<file path="src/rtl/mips_regfile.sv">
// 32 x 32-bit MIPS register file: two operand read ports, one write port, one debug port.
// R0 reads as zero and is not stored; an optional bypass forwards same-cycle write data.
module mips_regfile #(
    parameter bit WRITE_FIRST = 1'b1
) (
    input  logic        clk,
    input  logic        rst_n,
    input  logic        RegWrite,
    input  logic [4:0]  WriteReg,
    input  logic [31:0] WriteData,
    input  logic [4:0]  ReadReg1,
    input  logic [4:0]  ReadReg2,
    output logic [31:0] ReadData1,
    output logic [31:0] ReadData2,
    input  logic [4:0]  DbgReg,
    output logic [31:0] DbgData
);

    logic [31:0] regs_q [1:31];
    logic [31:0] regs_all [32];
    logic        wr_en;
    logic        byp1;
    logic        byp2;

    // rst_n gates the enable so bypass is suppressed while reset is held.
    assign wr_en = RegWrite && rst_n && (WriteReg != 5'd0);

    assign regs_all[0] = 32'h0000_0000;

    for (genvar i = 1; i < 32; i++) begin : g_reg
        always_ff @(posedge clk or negedge rst_n) begin
            if (!rst_n) begin
                regs_q[i] <= 32'h0000_0000;
            end else if (wr_en && (WriteReg == 5'(i))) begin
                regs_q[i] <= WriteData;
            end
        end
        assign regs_all[i] = regs_q[i];
    end

    // wr_en already excludes index 0, so a bypass never lands on $zero.
    assign byp1 = WRITE_FIRST && wr_en && (WriteReg == ReadReg1);
    assign byp2 = WRITE_FIRST && wr_en && (WriteReg == ReadReg2);

    always_comb begin
        ReadData1 = byp1 ? WriteData : regs_all[ReadReg1];
        ReadData2 = byp2 ? WriteData : regs_all[ReadReg2];
        DbgData   = regs_all[DbgReg];
    end

endmodule

</file>
<file path="config.mk">
export PLATFORM = sky130hd
export DESIGN_NAME = mips_regfile
export DESIGN_NICKNAME = d
export VERILOG_FILES = /design/src/rtl/mips_regfile.sv
export SDC_FILE = /design/constraint.sdc
export NUM_CORES = 2
export LEC_CHECK = 0
export CAP_MARGIN = 20
export CORE_MARGIN = 10
export CORE_UTILIZATION = 26
export CTS_BUF_LIST = sky130_fd_sc_hd__clkbuf_8
export CTS_CLUSTER_SIZE = 24
export DETAILED_ROUTE_END_ITERATION = 10
export PLACE_DENSITY = 0.49
export SLEW_MARGIN = 10
export SYNTH_ARGS = -nofsm -noshare
export SYNTH_HDL_FRONTEND = slang
export SYNTH_SLANG_ARGS = --single-unit
</file>
<file path="constraint.sdc">
create_clock -name clk -period 2.4 [get_ports clk]
set_input_delay 0.36 -clock clk [delete_from_list [all_inputs] [get_ports clk]]
set_output_delay 0.36 -clock clk [all_outputs]
set_load 0.005 [all_outputs]
</file>
Word level (Yosys, flattened, before mapping)
Cells that the tools add are included.
{"block": "totals", "register_bits": 992, "inputBits": 55, "wordCells": 117}
{"block": "op_classes", "n_lt_le_gt_ge": 3, "n_eq_ne": 33, "muxes": 11, "n_bitwise": 3, "n_reduce_logical": 36}
{"cell": "32-bit binary-select mux with 5-bit select", "count": 3}
{"cell": "32-bit two-way mux", "count": 8}
{"cell": "5-bit equality test (second input constant)", "count": 16}
{"cell": "5-bit by 4-bit equality test with 1-bit output (second input constant)", "count": 8}
{"cell": "1-bit logical AND", "count": 35}
{"cell": "5-bit by 3-bit equality test with 1-bit output (second input constant)", "count": 4}
{"cell": "6-bit greater-or-equal comparator (second input constant)", "count": 3}
{"cell": "5-bit inverter with 6-bit output", "count": 3}
{"cell": "5-bit by 2-bit equality test with 1-bit output (second input constant)", "count": 2}
{"cell": "5-bit equality test", "count": 2}
{"cell": "5-bit by 1-bit equality test with 1-bit output (second input constant)", "count": 1}
{"cell": "5-bit nonzero test", "count": 1}

Longest topological paths before layout
{"block": "depth", "word_depth": 5, "ltp_mapped": 9, "depth_no_buf": 5}

Least setup slack after synthesis
OpenSTA, ideal clock, no wires.
{"block": "synth_timing", "path_type": "in2out", "from": "input port DbgReg[1]", "to": "output port DbgData[0]", "t_arrival_ps": 2212, "slack_ps": -172, "stages": 7, "n_path_buf": 4, "cell_sequence": "clkbuf_1 > buf_2 > clkbuf_1 > buf_2 > mux4_2 > mux4_2 > mux2_2"}
{"block": "synth_via", "elab_chain_len": 4}
{"item": "from (decl)", "line_no": "15", "source": "input logic [4:0] DbgReg,"}
{"item": "5-bit inverter with 6-bit output (implied by the code)", "line_no": "48", "source": "DbgData = regs_all[DbgReg];"}
{"item": "32-bit binary-select mux with 5-bit select", "line_no": "48"}
{"item": "32-bit two-way mux (implied by the code) (2 in a row)", "line_no": "48"}
{"item": "to (decl)", "line_no": "16", "source": "output logic [31:0] DbgData"}
No other way between the ends. The select of a mux whose other input is x is not followed.

Worst setup path in the final report
{"block": "layout_timing", "from": "register regs_q, in the netlist regs_all[745]", "to": "output port ReadData1[9]"}
{"block": "layout_via", "elab_chain_len": 4}
{"item": "from (decl)", "line_no": "19", "source": "logic [31:0] regs_q [1:31];"}
{"item": "from (signal, indexed assignment)", "line_no": "35", "source": "regs_q[i] <= WriteData;"}
{"item": "32-bit binary-select mux with 5-bit select", "line_no": "46", "source": "ReadData1 = byp1 ? WriteData : regs_all[ReadReg1];"}
{"item": "32-bit two-way mux (implied by the code) (2 in a row)", "line_no": "46"}
{"item": "32-bit two-way mux", "line_no": "46"}
{"item": "to (decl)", "line_no": "13", "source": "output logic [31:0] ReadData1,"}
No other way between the ends. The select of a mux whose other input is x is not followed.

==> flow_summary_export.csv <==
group,metric,value,unit
placed_design,io_buffers,150,
detailed_routing,wirelength,254,mm
placed_design,dpl-instance-area,77600,um^2
placed_design,hpwlAfterDp,173,mm
synthesis,netlist-cell-type-count,41,
min_path,min_from,"WriteData[28]",
setup_path,path_class,"reg -> out",
timing,finalCritPeriodShare,136,%
power_and_ir_drop,power_density,639,nW/um^2
setup_path,crit_path_max_incr_delay,0.43,ns
placed_design,dpl_worst_slack,-1.48,ns
floorplanning,fp.dieH,508,um
min_path,hold_path_end,"regs_all[220]",
setup_path,cp-start-kind,"flop",
setup_path,cp-end-kind,"output pin",
synthesis,syn_nets,4353,
setup_path,timing.rr.start,"regs_all[973]",
detailed_routing,drc_errors,0,
grt,grt-ovfl-total,0,
status,violations,"negative setup slack",
placed_design,gp_congestion,0.829,
final_layout,fillers,23200,
cts,cts_tree,"yes",
timing,rsz0062_at_grt,"yes",
min_path,hold_depth,2,
power_and_ir_drop,vdd_drop_max,0.374,mV
synthesis,ys_warn_count,0,
final_layout,areaGrowthSynthToFinish,34.0,%
min_path,hold_path_class,"in -> reg",
status,outcome,"finished, violations left",
detailed_routing,drt_iter0_markers,3670,
final_layout,fin_cells,8684,
timing,slew_headroom,33.0,%
floorplanning,start_util,26.1,%
setup_path,critPathRequiredTime,2.04,ns
synthesis,ys_seq_elements,992,
setup_path,worst_ep_arrival_time,2.90,ns
synthesis,synth_commonest_cells,"mux2_2 (1151), dfrtp_1 (992), mux4_2 (674)",
synthesis,synth_ff_type,"dfrtp_1",
cts,clk_pin_slew_worst_paths,0.06,ns
synthesis,synthMostInstantiatedCell,"mux2_2",
cts,cts_root_buffer,"clkbuf_8",
timing,clock.fmax,307,MHz
floorplanning,io_pins,151,
grt,grt_pass1_wl,364,mm
detailed_routing,vias,46600,
final_layout,layout-drive-gt1-share,65.4,%
timing,clock_skew,0,ns
synthesis,synth_area_leaders,"dfrtp_1 (40%), mux4_2 (25%), mux2_2 (21%)",
setup_path,r2r_end,"regs_all[973]",
cts,clk_latency,0.97,ns
power_and_ir_drop,fin_total_pwr,53.1,mW
final_layout,fin_util,35.0,%
synthesis,synth_edf_count,0,
timing,tightest_slew,1.01,ns
floorplanning,die_area,258000,um^2
timing,slew_violations,0,
run,maxCapViolCount,0,
detailed_routing,viasPerCell,5.37,
floorplanning,core-area,237000,um^2
synthesis,netlist_area,61900,um^2
setup_path,r2r_slack,1.35,ns
setup_path,crit_path_cell_trace,"buf_6 -> mux4_2 -> mux2i_1 -> buf_4 -> nand2_2 -> nand4b_1 -> o311ai_2 -> buf_2",
grt,antenna_found_initial,8,
setup_path,crit_fanout,3,
synthesis,avgSynthCellArea,14.4,um^2
grt,grtUsageTotal,19.1,%
cts,cts_max_path_buffers,3,
synthesis,seq_area_frac_synth,40.1,%
floorplanning,fp-row-count,179,
grt,grt_pass1_vias,49400,
setup_path,reg2reg_depth,3,
timing,period_minus_slack,3.26,ns
synthesis,synth_top_area_share,40.1,%
final_layout,fin_area,83000,um^2
cts,clock_sinks,992,
timing,hold_viol_final,0,
final_layout,largest_reg_flops,992,
cts,htreeDepth,4,
final_layout,fin_nets,5429,
synthesis,netlist_instances,4298,
grt,grt_max_degree,152,
synthesis,async_reset_ff_share,100,%
power_and_ir_drop,leakagePower,36.7,nW
detailed_routing,dr.pass1.iters,7,
cts,numCtsBuffers,187,
detailed_routing,ant_nets,0,
detailed_routing,wire_per_inst,29.2,um
setup_path,cp_slowest_cell,"mux4_2",
timing,setup_viol,96,
placed_design,placed_cells,8304,
timing,worst_slack,-0.861,ns
synthesis,yosysTopAreaCell,"dfrtp_1",
floorplanning,die_width,508,um
## logic make-up (layout without fill, tap and decap cells)
family	count (synthesis)	after routing	synth area share (%)
AO/OA/AOI/OAI	383	383	4.32
XOR/XNOR	10	10	0.141
buffers and inverters	501	1716	3.55
flip-flops	992	992	40.1
multiplexers	2042	2042	49.0
other	0	4	0
AND/OR/NAND/NOR	370	370	2.89
## layout by cell type (no fill, tap or decap), types with 9 or more instances in the layout
master              n
o22ai_1            56
a22oi_1            52
buf_8               9
buf_4             892
buf_2              57
o311ai_1            9
nor2_4             19
o311ai_4            9
a21oi_2             9
a22o_1             32
o221ai_2           24
inv_1              59
clkdlybuf4s50_1    38
nand4b_1           31
buf_6             138
mux2i_2            16
mux4_2            674
clkbuf_8          233
clkinv_2           18
mux2i_1           164
dfrtp_1           992
nand2_2             9
a31oi_1            18
mux2_2           1116
nand2_1           190
mux2_4             35
mux2_1             31
o311ai_2           13
a21oi_1            85
a22oi_2            11
o221ai_1           38
nor2_1             36
nand3b_1           34
buf_12            249
a31oi_4             9
## layer usage
metal	vias up	part of all wire, %	GRT usage (%)
met5	-	0	0
met3	457	6.1	3.31
met2	1702	46	30.4
met1	25200	43	26.0
met4	0	4.1	7.30
li1	19300	-	-
## layout make-up
class / instances / area (um^2) / share of cell area, %
multi-input combinational: 2805 / 36200 / 43.7
sequential: 992 / 24800 / 29.9
timing repair buffer: 1387 / 14100 / 17.0
tap: 3167 / 3960 / 4.78
clock buffer: 233 / 3210 / 3.86
clock inverter: 95 / 623 / 0.751
antenna: 4 / 10.0 / 0.0121
inverter: 1 / 3.75 / 0.00452
## stage by stage
step,hold WS [ns],TNS (ns)
after CTS,0.133,-74.09
after global routing,0.201,-75.58
after global placement,0.507,-291.96
after floorplan,0.0644,0
final,0.244,-65.99
after detailed placement,0.524,-280.20
## how the worst max path moves through the flow
| stage | endpoint | slack [ns] | depth (start not counted) | startpoint |
|---|---|---|---|---|
| after global routing | ReadData1[9] | -0.96 | 8 | regs_all[745] |
| after floorplan | DbgData[0] | 0.005 | 6 | DbgReg[0] |
| final | ReadData1[9] | -0.86 | 8 | regs_all[745] |
| after CTS | DbgData[13] | -0.96 | 5 | regs_all[525] |
| after detailed placement | ReadData1[11] | -1.48 | 10 | WriteReg[4] |
| after global placement | ReadData1[0] | -2.08 | 10 | WriteReg[2] |
## what timing repair did
action	CTS	global route
endpoints found under the hold margin	122	0
setup endpoints to repair	96	96
setup buffers	50	29
pin swaps	142	72
hold buffers	1	0
gates resized for setup	685	62
cloned	0	1
## critical path, delay by kind of cell, from the launching register on
| family | cells | cell delay (ns) |
|---|---|---|
| multiplexers | 2 | 0.59 |
| AO/OA/AOI/OAI | 1 | 0.16 |
| flip-flops | 1 | 0.40 |
| buffers and inverters | 3 | 0.43 |
| AND/OR/NAND/NOR | 2 | 0.33 |
## power by group
part / internal, mW / total (mW) / switching, mW
sequential: 19.0 / 20.7 / 1.69
combinational: 8.90 / 15.0 / 6.07
clock: 9.28 / 17.4 / 8.15
total: 37.1 / 53.1 / 15.9
Power figures use the tool's default switching activity.
